## src/rtl/fb_scanout.sv

```systemverilog
// rtl/fb_scanout.sv - VGA scanout of a 12-bit frame buffer with 2x pixel/line replication
module fb_scanout #(
  parameter int FB_W     = 320,
  parameter int FB_H     = 240,
  parameter int H_ACTIVE = 640,
  parameter int H_FP     = 16,
  parameter int H_SYNC   = 96,
  parameter int H_BP     = 48,
  parameter int V_ACTIVE = 480,
  parameter int V_FP     = 10,
  parameter int V_SYNC   = 2,
  parameter int V_BP     = 33,
  parameter int CLK_DIV  = 4,
  parameter bit FLIP_Y   = 1'b1
) (
  input  logic        clk,
  input  logic        rst_n,
  output logic [16:0] o_fb_addr,
  input  logic [11:0] i_fb_data,
  output logic [3:0]  o_r,
  output logic [3:0]  o_g,
  output logic [3:0]  o_b,
  output logic        o_hsync,
  output logic        o_vsync,
  output logic        o_active,
  output logic        o_vblank_start
);

  localparam int H_TOTAL = H_ACTIVE + H_FP + H_SYNC + H_BP;
  localparam int V_TOTAL = V_ACTIVE + V_FP + V_SYNC + V_BP;
  localparam int HW      = $clog2(H_TOTAL);
  localparam int VW      = $clog2(V_TOTAL);
  localparam int DW      = $clog2(CLK_DIV);

  localparam logic [DW-1:0] DIV_LAST = DW'(CLK_DIV - 1);
  localparam logic [HW-1:0] H_LAST   = HW'(H_TOTAL - 1);
  localparam logic [VW-1:0] V_LAST   = VW'(V_TOTAL - 1);
  localparam logic [HW-1:0] H_ACT_C  = HW'(H_ACTIVE);
  localparam logic [VW-1:0] V_ACT_C  = VW'(V_ACTIVE);
  localparam logic [HW-1:0] HS_BEG   = HW'(H_ACTIVE + H_FP);
  localparam logic [HW-1:0] HS_END   = HW'(H_ACTIVE + H_FP + H_SYNC - 1);
  localparam logic [VW-1:0] VS_BEG   = VW'(V_ACTIVE + V_FP);
  localparam logic [VW-1:0] VS_END   = VW'(V_ACTIVE + V_FP + V_SYNC - 1);

  logic [DW-1:0] r_div;
  logic [HW-1:0] r_h;
  logic [VW-1:0] r_v;

  logic          r_s1_vis;
  logic          r_s1_hsync;
  logic          r_s1_vsync;
  logic          r_s1_vbl;

  logic [16:0]   r_fb_addr;
  logic [3:0]    r_r;
  logic [3:0]    r_g;
  logic [3:0]    r_b;
  logic          r_hsync;
  logic          r_vsync;
  logic          r_active;
  logic          r_vblank_start;

  logic          w_tick;
  logic          w_phase_b;
  logic          w_vis;
  logic [HW-2:0] w_x;
  logic [VW-2:0] w_y;
  logic [16:0]   w_row;
  logic [16:0]   w_addr;
  logic          w_hsync_n;
  logic          w_vsync_n;
  logic          w_vbl;

  assign w_tick    = (r_div == DIV_LAST);
  assign w_phase_b = (r_div == '0);
  assign w_vis     = (r_h < H_ACT_C) && (r_v < V_ACT_C);

  // Halving h and v gives the 2x replication: odd h re-issues the same address
  // and each frame-buffer row is fetched on two consecutive lines.
  assign w_x   = r_h[HW-1:1];
  assign w_y   = r_v[VW-1:1];
  assign w_row = FLIP_Y ? (17'(FB_H - 1) - 17'(w_y)) : 17'(w_y);

  // Constant multiply by FB_W; for 320 this reduces to (row<<8)+(row<<6).
  assign w_addr = (w_row * 17'(FB_W)) + 17'(w_x);

  assign w_hsync_n = !((r_h >= HS_BEG) && (r_h <= HS_END));
  assign w_vsync_n = !((r_v >= VS_BEG) && (r_v <= VS_END));
  assign w_vbl     = (r_h == '0) && (r_v == V_ACT_C);

  // Pixel-tick divider: free-running 0..CLK_DIV-1
  always_ff @(posedge clk) begin
    if (!rst_n) begin
      r_div <= '0;
    end else if (w_tick) begin
      r_div <= '0;
    end else begin
      r_div <= r_div + DW'(1);
    end
  end

  // Phase A: raster counters advance on the tick; h and v wrap together at frame end
  always_ff @(posedge clk) begin
    if (!rst_n) begin
      r_h <= '0;
      r_v <= '0;
    end else if (w_tick) begin
      if (r_h == H_LAST) begin
        r_h <= '0;
        r_v <= (r_v == V_LAST) ? '0 : r_v + VW'(1);
      end else begin
        r_h <= r_h + HW'(1);
      end
    end
  end

  // Phase B: issue the read for the new raster position and capture its sync/visibility
  always_ff @(posedge clk) begin
    if (!rst_n) begin
      r_fb_addr  <= '0;
      r_s1_vis   <= 1'b0;
      r_s1_hsync <= 1'b1;
      r_s1_vsync <= 1'b1;
      r_s1_vbl   <= 1'b0;
    end else if (w_phase_b) begin
      if (w_vis) begin
        r_fb_addr <= w_addr;
      end
      r_s1_vis   <= w_vis;
      r_s1_hsync <= w_hsync_n;
      r_s1_vsync <= w_vsync_n;
      r_s1_vbl   <= w_vbl;
    end
  end

  // Phase C: on the next tick present read data and the matching sync, one tick behind the counters
  always_ff @(posedge clk) begin
    if (!rst_n) begin
      r_r            <= '0;
      r_g            <= '0;
      r_b            <= '0;
      r_hsync        <= 1'b1;
      r_vsync        <= 1'b1;
      r_active       <= 1'b0;
      r_vblank_start <= 1'b0;
    end else begin
      r_vblank_start <= w_tick && r_s1_vbl;
      if (w_tick) begin
        r_active <= r_s1_vis;
        r_hsync  <= r_s1_hsync;
        r_vsync  <= r_s1_vsync;
        if (r_s1_vis) begin
          r_r <= i_fb_data[11:8];
          r_g <= i_fb_data[7:4];
          r_b <= i_fb_data[3:0];
        end else begin
          r_r <= '0;
          r_g <= '0;
          r_b <= '0;
        end
      end
    end
  end

  assign o_fb_addr      = r_fb_addr;
  assign o_r            = r_r;
  assign o_g            = r_g;
  assign o_b            = r_b;
  assign o_hsync        = r_hsync;
  assign o_vsync        = r_vsync;
  assign o_active       = r_active;
  assign o_vblank_start = r_vblank_start;

endmodule

```

## config.mk

```make
export PLATFORM = sky130hd
export DESIGN_NAME = fb_scanout
export DESIGN_NICKNAME = d
export VERILOG_FILES = /design/src/rtl/fb_scanout.sv
export SDC_FILE = /design/constraint.sdc
export NUM_CORES = 1
export LEC_CHECK = 0
export BUFFER_PORTS_ARGS = -buffer_cell sky130_fd_sc_hd__clkbuf_2
export CAP_MARGIN = 10
export CORE_ASPECT_RATIO = 1.75
export CORE_MARGIN = 2
export CORE_UTILIZATION = 40
export DETAILED_ROUTE_END_ITERATION = 10
export PLACE_DENSITY_LB_ADDON = 0.1
export SYNTH_ARGS = -nofsm -noshare
export SYNTH_HDL_FRONTEND = slang
export SYNTH_SLANG_ARGS = --single-unit
```

## constraint.sdc

```tcl
create_clock -name clk -period 3.1 [get_ports clk]
set_input_delay 0 -clock clk [delete_from_list [all_inputs] [get_ports clk]]
set_output_delay 0 -clock clk [all_outputs]
set_load 0.01 [all_outputs]
```

---- Word level (Yosys, flattened, before mapping) ----
Cells that the tools add are included.
word-level totals
  register bits ........................... 59
  word-level logic and storage cells ...... 49
  bits of input ports ..................... 14
  output and inout bits ................... 33
cells by class
  $mul .................................... 1
  bitwise logic cells ..................... 1
  magnitude comparators ................... 6
  muxes and demuxes ....................... 5
  equality and inequality tests ........... 4
  add/subtract/negate cells ............... 5
  reductions and logical operators ........ 12
operator list
  kind                     count
  $add A10 B1 Y10 const B  2
  $eq A10 B10 Y1 const B   2
  $mux W10                 2
  $add A17 B9 Y17          1
  $mul A17 B3 Y11 const B  1
  $mux W4                  3
  $eq A10 B9 Y1 const B    1
  $ge A10 B10 Y1 const B   1
  $ge A10 B9 Y1 const B    1
  $le A10 B10 Y1 const B   1
  $le A10 B9 Y1 const B    1
  $logic_not A10 Y1        1
  $lt A10 B10 Y1 const B   1
  $lt A10 B9 Y1 const B    1
  $sub A8 B9 Y10 const A   1
  $logic_and A1 B1 Y1      5
  $reduce_and A2 Y1        2
  $add A2 B1 Y2 const B    1
  $eq A2 B2 Y1 const B     1
  $logic_not A1 Y1         2
  $logic_not A2 Y1         1
  $reduce_or A2 Y1         1
  $not A1 Y1               1

---- Logic depth before layout (Yosys ltp) ----
  depth in word-level cells ............... 3
  gate-level depth with buffers ........... 12
  depth with buffers taken out ............ 12

---- Worst setup path before layout ----
No wires, ideal clock.
  kind .................................... reg2reg
  from .................................... register r_v[5]
  to ...................................... register r_fb_addr[16] (netlist: o_fb_addr[16])
  path slack .............................. 0.171 ns
  clock period less this slack ............ 2.929 ns
  required time ........................... 3.015 ns
  path buffers ............................ 0
  data arrival time ....................... 2.845 ns
  cell stages (with the launch flop) ...... 12
  setup time .............................. 0.085 ns
  path through ............................ dfxtp_1 -> ha_1 -> nand3_1 -> xnor2_1 -> ha_1 -> ha_1 -> or3b_1 -> o211ai_1 -> a311oi_1 -> nor4_1 -> xnor3_1 -> o31ai_2
between the ends
  longest elaborated chain between the ends .. 3
  elaborated cells on any way between the ends .. 6
  classes of those cells .................. 2 x add/sub; 1 x mul; 1 x order compare; 2 x reduce/logical
RTL lines
  element                                                        RTL line  text
  start: declaration                                             47        logic [VW-1:0] r_v;
  start signal: assignment                                       110       r_v <= (r_v == V_LAST) ? '0 : r_v + VW'(1);
  $sub A8 B9 Y10 / $lt A10 B9 Y1 (equally long branches)         82, 76
  $mul A17 B3 Y11 / $logic_and A1 B1 Y1 (equally long branches)  85, 76
  $add A17 B9 Y17 / $reduce_and A2 Y1 (equally long branches)    n/a
  end signal: assignment                                         127       r_fb_addr <= w_addr;
  end: declaration                                               54        logic [16:0] r_fb_addr;
Several ways; a longest one is shown, not always the timed one.
A chain may end at the register's enable or synchronous reset.

---- Final worst setup path ----
Same ends and word-level chain as after synthesis.

==> results.md <==
- Outcome: complete, no violations
- Slew Limit Fails: 0
- Total congestion overflow: 0
- Initial core utilization: 0.415
- Vias/cell: 5.25
- Peak supply drop: 0.330 mV
- Mapped cell area: 3140 um2
- DIE HEIGHT: 121 um
- Largest net degree at the start of global routing: 36
- M1 GR Usage: 0.191
- Fin util: 0.524
- Static Leak: 1.64 nW
- CTS Buf Count: 9
- Final hold vios: 0
- Final net count: 473
- Fmax: 345 MHz
- CTS tree: yes
- Clock sinks: 59
- Mapped Nets: 406
- First-pass GRT wire length: 12.7 mm
- Core area: 7570 um2
- Yosys warnings: 0
- Gr usage total: 0.190
- Number of flops mapped to enable cells by yosys: 0
- Drt drc: 0
- Hold/Removal Path Class: input pin to flip-flop
- Die Area: 8600 um2
- Synth-to-layout area growth: 26.5%
- Commonest non-fill, non-tap cell in the layout: dfxtp_1
- Sw Share: 0.228
- Req. time, crit path: 3.34 ns
- Clk pwr share: 0.505
- FF-to-FF path depth: 11
- Ports: 47
- Via count: 2,755
- Finished layout cell area: 3970 um2
- Final setup fails: 0
- Layout cells sized above 1: 0.199
- Slew headroom: 0.502
- TritonRoute pass-1 iters: 5
- Syn avg cell area: 8.60 um2
- Drt wl/cell: 14.2 um
- Most frequent cells in the layout: 57 x dfxtp_1, 46 x clkbuf_2, 42 x nor2_1
- Worst skew pair latency: 0.33 ns
- Antenna violations before repair: 0
- WL final: 7.47 mm
- RSZ-0062 raised after global routing: no
- Crit start category: flip-flop
- Max-cap viol count: 0
- FF+latch count, synth: 59
- Post-synth cell types: 54
- Routability Congestion: 0.815
- Fillers: 754
- Met2 Track Usage GR: 0.342
- Critical path type: flip-flop to flip-flop
- DIE WIDTH: 71.0 um
- Critical path arrival: 3.14 ns
- Ys async rst share: 0
- Antenna Nets Post-Route: 0
- Power per cell area: 486 nW/um2
- Met3 Resource Use GR: 0.0415
- Initial DRC Count: 119
- Pint: 1.49 mW
- Comb power frac: 0.079
- Clock-pin slew on the worst setup and hold paths: 0.05 ns
- NetSw: 0.440 mW
- Vias in the first global route: 2,734
- Final worst path period share: 0.936
- Tightest Pin Transition: 0.747 ns
- Max Fanout on Critical Path: 6
- TNS Setup: 0 ns
- Top Usage Layer GRT: met2
- Clock Skew: 0.00374 ns
- Max H-tree Level: 3
- Main synth FF type: dfxtp_1
- Share of the yosys chip area belonging to registers: 0.376
- CTS Root Cell: clkbuf_16
- N_diodes: 0
- Synthesized instance count: 365
- Clk buf depth: 2
- Input/output buffers: 46
- Crit. End Element: flip-flop
- Placed Area: 3510 um2
- Seq pwr share: 0.416
- Overall power: 1.93 mW
- Final HPWL DP: 5.66 mm
- Final min period: 2.90 ns
- Hold Crit Depth: 2
- Cell Rows: 42
-- path summary, 6_finish.rpt --
check	start	end	slack [ns]
worst min register to register	r_s1_vbl$_SDFFE_PN0P_	o_vblank_start$_SDFF_PN0_	0.45
worst max register to register	r_v[5]$_SDFFE_PN0P_	o_fb_addr[16]$_SDFFE_PN0P_	0.20
worst max-delay path	r_v[5]$_SDFFE_PN0P_	o_fb_addr[16]$_SDFFE_PN0P_	0.20
worst min-delay path	rst_n	o_hsync$_SDFFE_PN1P_	0.04
-- synthesized netlist by cell type (2+ instances only) --
master | number | area share
xor2_1 | 13 | 0.036
xnor2_1 | 16 | 0.045
or2_1 | 4 | 0.0080
a22oi_1 | 13 | 0.031
clkbuf_1 | 13 | 0.016
nand2_1 | 36 | 0.043
o21a_1 | 2 | 0.0048
nor2_1 | 42 | 0.050
o21ai_0 | 5 | 0.0080
buf_2 | 2 | 0.0032
o21bai_1 | 3 | 0.0072
and3_1 | 7 | 0.014
inv_2 | 2 | 0.0024
mux2i_1 | 2 | 0.0064
a211oi_1 | 6 | 0.014
o22ai_1 | 2 | 0.0040
nor4_1 | 3 | 0.0060
a21oi_1 | 19 | 0.030
fa_1 | 2 | 0.013
and2_1 | 4 | 0.0080
nor3_1 | 7 | 0.011
ha_1 | 25 | 0.10
nor2b_1 | 3 | 0.0060
dfxtp_1 | 59 | 0.38
nand3_1 | 10 | 0.016
o211ai_1 | 3 | 0.0072
inv_1 | 17 | 0.020
or3_1 | 2 | 0.0040
o21ai_1 | 5 | 0.0080
nand4_1 | 11 | 0.022
nand2b_1 | 3 | 0.0060
nand3b_1 | 2 | 0.0048
-- through the flow --
stage / instances / setup WS, ns / hold slack, ns
2_1_floorplan: 365 / 0.171 / 0.144
6_report: 525 / 0.199 / 0.0357
3_5_place_dp: 496 / 0.0562 / 0.242
5_1_grt: 525 / 0.00274 / 0.0702
4_1_cts: 524 / 0.0377 / 0.0321
3_3_place_gp: 496 / 0.117 / 0.235
-- final cells by class --
class                           count  area [um2]  area share
Multi-Input combinational cell    271        1860       0.468
Inverter                           19        71.3      0.0180
Clock buffer                       14         254      0.0640
Clock inverter                      2        35.0     0.00883
Sequential cell                    59        1180       0.298
Timing Repair Buffer               72         455       0.115
Tap cell                           88         110      0.0277
-- power by group through the flow --
stage	registers (mW)	logic [mW]	clock network (mW)
2_1_floorplan	0.825	0.0821	0
3_3_place_gp	0.818	0.143	0
3_5_place_dp	0.818	0.143	0
4_1_cts	0.803	0.155	0.990
5_1_grt	0.806	0.172	1.02
6_report	0.803	0.151	0.974
-- registers in the layout, indices dropped and copies added, names as in the netlist, 2 cells and up --
name       count
o_g            4
o_fb_addr     17
r_div          2
o_r            4
r_h           10
r_v           10
o_b            4
-- critical path, stage by stage (launching register included) --
cell,delay (ns)
dfxtp_2,0.33
ha_1,0.20
buf_4,0.15
xnor2_2,0.14
ha_1,0.29
ha_1,0.36
or2_2,0.34
o211ai_1,0.15
o311ai_1,0.18
nor4_2,0.25
xnor3_1,0.26
o31ai_2,0.16
-- timing repair --
| item | 4_1_cts | 5_1_grt |
|---|---|---|
| hold buffers | 12 | 0 |
| hold endpoints to repair | 12 | 0 |
| setup buffers | 0 | 1 |
| endpoints found under the setup margin | 0 | 2 |
| resized for setup | 0 | 8 |
-- per-layer routing --
layer | up-vias | routed length (um)
li1 | 1412 | -
met1 | 1265 | 2910
met2 | 55 | 3890
met3 | 23 | 249
met4 | 0 | 414
met5 | - | 0
-- logic make-up after synthesis --
| group | Yosys count | synth area share |
|---|---|---|
| AO/OA/AOI/OAI | 68 | 0.147 |
| XOR/XNOR | 31 | 0.0933 |
| adder cells (fa/ha/maj) | 27 | 0.112 |
| buffers and inverters | 35 | 0.0427 |
| flip-flops | 59 | 0.376 |
| multiplexers | 2 | 0.00638 |
| AND/OR/NAND/NOR | 143 | 0.222 |
(Power assumes the default switching activity.)
